### config.mk
export PLATFORM = sky130hd
export DESIGN_NAME = oserdes_tx_sequencer
export DESIGN_NICKNAME = d
export VERILOG_FILES = /design/src/rtl/oserdes_tx_sequencer.sv
export SDC_FILE = /design/constraint.sdc
export NUM_CORES = 1
export LEC_CHECK = 0
export CORE_MARGIN = 4
export CORE_UTILIZATION = 52
export CTS_BUF_LIST = sky130_fd_sc_hd__clkbuf_2 sky130_fd_sc_hd__clkbuf_4 sky130_fd_sc_hd__clkbuf_8
export CTS_CLUSTER_DIAMETER = 150
export DETAILED_ROUTE_END_ITERATION = 8
export PLACE_DENSITY = 0.78
export SLEW_MARGIN = 20
export SYNTH_ARGS = -nofsm -noshare
export SYNTH_HDL_FRONTEND = slang
export SYNTH_SLANG_ARGS = --single-unit
### constraint.sdc
create_clock -name clk -period 1.85 [get_ports clk]
set_input_delay 0.555 -clock clk [delete_from_list [all_inputs] [get_ports clk]]
set_output_delay 0.555 -clock clk [all_outputs]
set_load 0.01 [all_outputs]
### src/rtl/oserdes_tx_sequencer.sv
// OSERDESE2 lane sequencer: reset/OCE bring-up, training burst, then gated
// word stream with idle insertion and a saturating underflow counter.
module oserdes_tx_sequencer #(
  parameter int               DATA_WIDTH    = 8,
  parameter int               RST_CYCLES    = 4,
  parameter int               OCE_CYCLES    = 2,
  parameter int               TRAIN_WORDS   = 16,
  parameter logic [7:0]       TRAIN_PATTERN = 8'hBC,
  parameter logic [7:0]       IDLE_WORD     = 8'h00,
  parameter int               UFLOW_WIDTH   = 16
) (
  input  logic                   clk,
  input  logic                   rst,
  input  logic                   retrain,
  input  logic [DATA_WIDTH-1:0]  s_data,
  input  logic                   s_valid,
  output logic                   s_ready,
  output logic [DATA_WIDTH-1:0]  serdes_d,
  output logic                   serdes_rst,
  output logic                   serdes_oce,
  output logic                   training,
  output logic                   running,
  output logic [UFLOW_WIDTH-1:0] uflow_count,
  input  logic                   uflow_clear
);

  if (DATA_WIDTH < 4 || DATA_WIDTH > 8) begin : g_bad_data_width
    $error("oserdes_tx_sequencer: DATA_WIDTH must be 4..8");
  end
  if (RST_CYCLES < 1) begin : g_bad_rst_cycles
    $error("oserdes_tx_sequencer: RST_CYCLES must be >= 1");
  end
  if (OCE_CYCLES < 1) begin : g_bad_oce_cycles
    $error("oserdes_tx_sequencer: OCE_CYCLES must be >= 1");
  end
  if (TRAIN_WORDS < 0) begin : g_bad_train_words
    $error("oserdes_tx_sequencer: TRAIN_WORDS must be >= 0");
  end
  if (UFLOW_WIDTH < 1) begin : g_bad_uflow_width
    $error("oserdes_tx_sequencer: UFLOW_WIDTH must be >= 1");
  end

  localparam int CNT_MAX_A = (RST_CYCLES > OCE_CYCLES) ? RST_CYCLES : OCE_CYCLES;
  localparam int CNT_MAX   = (CNT_MAX_A > TRAIN_WORDS) ? CNT_MAX_A : TRAIN_WORDS;
  localparam int CNT_W     = (CNT_MAX > 1) ? $clog2(CNT_MAX) : 1;

  // cnt holds the number of edges already spent in the current phase
  localparam logic [CNT_W-1:0] RST_LAST   = CNT_W'(RST_CYCLES - 1);
  localparam logic [CNT_W-1:0] OCE_LAST   = CNT_W'(OCE_CYCLES - 1);
  localparam logic [CNT_W-1:0] TRAIN_LAST = (TRAIN_WORDS > 0) ? CNT_W'(TRAIN_WORDS - 1) : '0;

  localparam logic [DATA_WIDTH-1:0] TRAIN_D = TRAIN_PATTERN[DATA_WIDTH-1:0];
  localparam logic [DATA_WIDTH-1:0] IDLE_D  = IDLE_WORD[DATA_WIDTH-1:0];

  typedef enum logic [1:0] {HOLD, WARM, TRAIN, RUN} state_t;

  state_t                 state_reg, state_next;
  logic [CNT_W-1:0]       cnt_reg, cnt_next;
  logic [DATA_WIDTH-1:0]  d_next;
  logic                   srst_next, oce_next, training_next, running_next;
  logic [UFLOW_WIDTH-1:0] uflow_next;

  assign s_ready = running & ~retrain;

  always_ff @(posedge clk or posedge rst) begin
    if (rst) begin
      state_reg   <= HOLD;
      cnt_reg     <= '0;
      serdes_rst  <= 1'b1;
      serdes_oce  <= 1'b0;
      serdes_d    <= IDLE_D;
      training    <= 1'b0;
      running     <= 1'b0;
      uflow_count <= '0;
    end else begin
      state_reg   <= state_next;
      cnt_reg     <= cnt_next;
      serdes_rst  <= srst_next;
      serdes_oce  <= oce_next;
      serdes_d    <= d_next;
      training    <= training_next;
      running     <= running_next;
      uflow_count <= uflow_next;
    end
  end

  always_comb begin
    state_next    = state_reg;
    cnt_next      = cnt_reg;
    srst_next     = serdes_rst;
    oce_next      = serdes_oce;
    d_next        = serdes_d;
    training_next = training;
    running_next  = running;
    uflow_next    = uflow_count;

    if (retrain) begin
      state_next    = HOLD;
      cnt_next      = '0;
      srst_next     = 1'b1;
      oce_next      = 1'b0;
      training_next = 1'b0;
      running_next  = 1'b0;
      d_next        = IDLE_D;
    end else begin
      case (state_reg)
        HOLD: begin
          d_next = IDLE_D;
          if (cnt_reg == RST_LAST) begin
            state_next = WARM;
            cnt_next   = '0;
            srst_next  = 1'b0;
          end else begin
            cnt_next = cnt_reg + 1'b1;
          end
        end
        WARM: begin
          d_next = IDLE_D;
          if (cnt_reg == OCE_LAST) begin
            oce_next = 1'b1;
            cnt_next = '0;
            if (TRAIN_WORDS > 0) begin
              state_next    = TRAIN;
              training_next = 1'b1;
              d_next        = TRAIN_D;
            end else begin
              state_next   = RUN;
              running_next = 1'b1;
            end
          end else begin
            cnt_next = cnt_reg + 1'b1;
          end
        end
        TRAIN: begin
          d_next = TRAIN_D;
          if (cnt_reg == TRAIN_LAST) begin
            state_next    = RUN;
            cnt_next      = '0;
            training_next = 1'b0;
            running_next  = 1'b1;
            d_next        = IDLE_D;
          end else begin
            cnt_next = cnt_reg + 1'b1;
          end
        end
        default: begin
          if (s_valid && s_ready) begin
            d_next = s_data;
          end else begin
            d_next = IDLE_D;
            if (uflow_count != '1) uflow_next = uflow_count + 1'b1;
          end
        end
      endcase
    end

    // clear wins over a same-cycle increment
    if (uflow_clear) uflow_next = '0;
  end

endmodule
# After elaboration in Yosys (flattened, before gate mapping)
# Cells that the tools add are included.
word_totals:
  register_bits: 34
  latch_bits: 0
  mem_bits_rw: 0
  romBits: 0
  in_bits: 13
  out_inout_bits: 29
  memories: 0
op_classes:
  addsub: 2
  mul: 0
  div_mod_pow: 0
  magnitude_cmp: 0
  eq_ne: 12
  shifts: 0
  muxes: 32
  n_bitwise: 2
  n_reduce_logical: 18
op_table:
  columns: ["operator", "count"]
  rows:
  - ["16-bit 2-to-1 mux", 5]
  - ["8-bit 2-to-1 mux", 4]
  - ["8-bit case mux with 3 select lines", 1]
  - ["16-bit by 1-bit adder with 16-bit output, second input constant", 1]
  - ["4-bit 2-to-1 mux", 4]
  - ["16-bit inequality test, second input constant", 1]
  - ["2-bit nonzero test", 7]
  - ["4-bit case mux with 3 select lines", 1]
  - ["1-bit 2-to-1 mux", 11]
  - ["3-bit inequality test, second input constant", 3]
  - ["2-bit 2-to-1 mux", 4]
  - ["4-bit AND reduction", 2]
  - ["2-bit case mux with 3 select lines", 1]
  - ["2-bit AND reduction", 3]
  - ["4-bit by 1-bit adder with 4-bit output, second input constant", 1]
  - ["4-bit by 1-bit == test with 1-bit output, second input constant", 1]
  - ["4-bit by 2-bit == test with 1-bit output, second input constant", 1]
  - ["4-bit == test, second input constant", 1]
  - ["2-bit by 1-bit inequality test with 1-bit output, second input constant", 2]
  - ["4-bit nonzero test", 1]
  - ["3-bit AND reduction", 1]
  - ["3-bit nonzero test", 1]
  - ["3-bit OR reduction", 1]
  - ["2-bit by 1-bit == test with 1-bit output, second input constant", 1]
  - ["7 further kinds", 7]

# Depth between registers and ports, before layout
logic_depth:
  depth_word: 7
  ltp_mapped: 7

# Worst setup path before layout
# No wires, ideal clock.
synth_path:
  path_type: "register to register"
  from: "reg state_reg[1]"
  to: "reg uflow_count[9]"
  setup_ns: 0.125
  arrival_ns: 1.601
  setup_slack_ns: 0.124
  path_stages_with_launch: 6
  n_path_buf: 0
  synth_period_minus_slack_ns: 1.726
  cell_sequence: "dfrtp_1 > ha_1 > and2b_4 > nand3_2 > nor4b_1 > mux2_2"
synth_between:
  elab_chain_len: 4
  elab_cells_between_ends: 6
  cone_classes: "3 x eq/ne; 3 x reduce/logical"
synth_lines:
  columns: ["element", "line", "source"]
  rows:
  - ["from (decl)", "57", "state_t state_reg, state_next;"]
  - ["from (signal assigned)", "76", "state_reg <= state_next;"]
  - ["2-bit == test, or another cell as far along", "106", "case (state_reg)"]
  - ["3-bit OR reduction (no source line) *", null, null]
  - ["2-bit by 1-bit inequality test with 1-bit output (no source line) *", null, null]
  - ["4-bit AND reduction (no source line) *", null, null]
  - ["to (signal assigned)", "83", "uflow_count <= uflow_next;"]
  - ["to (decl)", "23", "output logic [UFLOW_WIDTH-1:0] uflow_count,"]
# Every way passes the cells marked *; elsewhere a longest branch is shown, timed or not.
# A chain may end at the register's enable or synchronous reset.

# Worst setup path after layout
layout_path:
  from: "reg uflow_count[4]"
  to: "out uflow_count[4]"
# No word-level cell between the ends.

==> run metrics <==
Top Family by Delay on Critical Path buffers and inverters; Async SR Flop Fraction 100%; Sw Share 26.6%; Final setup viols 0; compound-gate portion of the synthesized area between 10% and 20%; Mapped Area 0.00191 mm^2; Initial Util between 50% and 60%; Least-Margin Pin Slew around 540 ps; residual DRC count 0; crit path DAT 1270 ps; largest net degree at the start of global routing 35; DIE HEIGHT 68.6 um; number of diodes 0; Seq cells post-synth 34; core area roughly 0.0034 mm^2; max reg flops 16; Rows 21; post-synth top area share 43.3%; Synth Area in XOR/XNOR 0%; wire per inst between 15 and 20 um; worst path cell trace clkdlybuf4s50_1; GR Util All Layers 22.2%; Top FF cell, synth dfrtp_1; Root Driver clkbuf_8; most instantiated library cell after synthesis dfrtp_1; fraction of final layout cells sized beyond drive strength 1 between 20% and 30%; DRC marker count from the first detailed-route iteration 127; clk_lat worst skew about 290 ps; crit-path max cell delay around 550 ps; Final Cycle Share 98.4%; IO Count 42; fill count 233; worst-case clock buffer depth 2; Die Width slightly below 70 um; RSZ-0062 raised after global routing yes; CP Capture Type primary output; final WL 4780 um; worst-path maximum fanout 7; setup ws final 29.9 ps; WP depth 1; Die ar. 0.00470 mm^2; WHS Path Cells 1; first-pass GRT wire length 7820 um; overall power 0.00184 W; initial antenna violation count 0; fin crit period 1820 ps; sw power between 0.0004 and 0.0005 W; clock share of power 34.7%; Synth Net Count roughly 210; sequential cell area fraction in the yosys report 44.7%; worst reg-to-reg path cell count 7; Startpoint Class flop; Final Wtd Congestion 0.856; area share of fa/ha/maj cells after synthesis around 4.6%; I/O Buffers just over 40; Worst Clk Skew 7.54 ps; Worst Path Required between 1000 and 1500 ps; Bufs and invs on worst path 1; synth top area cells dfrtp_1 (43%), ha_1 (4.6%), a21oi_1 (4.5%); CP max stage cell clkdlybuf4s50_1; dpl ws -417 ps; Lkg Pwr 1.22 nW; internal power between 0.001 and 0.0015 W; first-pass iteration count of the detailed router 4; mux share of post-synthesis cell area 4.59%; cell taking the most area after synthesis dfrtp_1; H-Tree Level Count 2; Avg Cell Area, Syn 9.88 um^2; Comb pwr share about a fifth; synth-to-layout area growth 41.9%; clock-pin slew on the worst setup and hold paths 70 ps; start-to-end type of the worst setup path flop to primary output; total CTS buffers 5; Yosys cell types 48; CTS tree yes; Synth Area in Simple Gates ~28%; EDFF count, synth 0; max-slew violations 0; Hold WC Path Type flop to flop; vias in the first global route 1799; clock sink count 34; Fmax achieved around 0.55 GHz; power per cell area 680 mW/mm^2; Placed Cells 290; Seq pwr share between 40% and 50%; Max IR drop VDD around 0.48 mV; largest family of logic cells by synthesized area simple AND/OR/NAND/NOR gates; DP HPWL 3340 um; synth warn 0; final hold violations 0; Fin Hold WS 513 ps; run status finished, final reports clean; Post-synth top cells dfrtp_1 (33), nand2_1 (19), a21oi_1 (17), inv_1 (11), nor2_1 (11); GRT overflow 0; routed vias/inst 5.84; final antenna-violating net count 0; max_slew headroom 64.0%; Post-Layout Cell Count approximately 300; Via Count ~1800; NumNets Final roughly 280; cell count after synthesis 193; Max Cap Viol 0
-- cell type report --
type	instances	area (um^2)	area share [%]
inverters	11	41.3	1.53
well taps	46	57.6	2.13
repair buffers	65	616	22.8
multi-input cells	142	1020	37.7
flip-flops and latches	34	862	31.9
clock buffers	8	110	4.07
-- through the flow --
step                      area (um^2)  TNS [ps]  utilization (%)
final                            2710         0             78.6
after global routing             2710     -94.2             78.6
after CTS                        2630         0             76.3
after detailed placement         2480     -5640             72.0
after global placement           2480     -4680             72.0
after floorplan                  1910         0                -
-- power by group through the flow --
| stage | combinational [W] | clock (W) | sequential (W) |
|---|---|---|---|
| detailed placement | 0.000357 | 0 | 0.000848 |
| CTS | 0.000358 | 0.000647 | 0.000835 |
| finish | 0.000366 | 0.000638 | 0.000835 |
| global route | 0.000408 | 0.000687 | 0.000842 |
| floorplan | 0.000203 | 0 | 0.000842 |
| global placement | 0.000338 | 0 | 0.000841 |
-- cells by family (layout without fill, tap and decap cells) --
group           after synthesis  after routing
compound gates               41             41
fa+ha+maj                     7              7
buf+inv                      17             84
flops                        34             34
mux                           8              8
simple gates                 86             86
-- repair_timing --
action	4_1_cts	5_1_grt
setup endpoints to repair	20	20
pin swaps	1	2
gates resized for setup	19	10
hold buffers	0	0
setup buffers	2	6
gates cloned	0	0
-- cell usage in the layout (no fill, tap or decap), drive strengths merged, types with 4 or more instances in the layout --
cell type | synthesis | final
o21ai | 5 | 5
o31ai | 5 | 5
clkdlybuf4s50 | 0 | 32
buf | 2 | 25
inv | 11 | 11
a21oi | 17 | 17
nand4 | 5 | 5
dfrtp | 33 | 33
and3 | 5 | 5
or4 | 5 | 5
nor4 | 6 | 6
nor3 | 5 | 5
nand3 | 8 | 8
dlygate4sd2 | 0 | 4
mux2 | 6 | 6
dlymetal6s2s | 0 | 4
ha | 7 | 7
nor2b | 7 | 7
nand2 | 19 | 19
nor2 | 11 | 11
clkbuf | 3 | 8
-- worst paths after layout --
kind	end	from	slack [ps]
setup / recovery	uflow_count[4]	uflow_count[4]	30
hold / removal	serdes_rst	serdes_rst	510
setup reg to reg	uflow_count[4]	state_reg[1]	90
hold reg to reg	serdes_rst	serdes_rst	510
max in group asynchronous	serdes_rst	rst	990
min in group asynchronous	uflow_count[4]	rst	610
-- metal layers --
layer	GRT usage (%)	vias to the layer above	part of all wire, %
met4	8.68	0	1.2
met5	0	-	0
met1	24.6	890	41
met3	6.00	10	4.9
met2	39.9	49	53
li1	-	839	-
-- worst reg2reg max path, cell delays in order (launching register included) --
cell and delay (ps):
dfrtp_1 400, ha_1 190, and2b_4 200, nand4_4 180
buf_4 190, buf_4 130, o31ai_1 230, a21oi_1 110
Power figures use the tool's default switching activity.
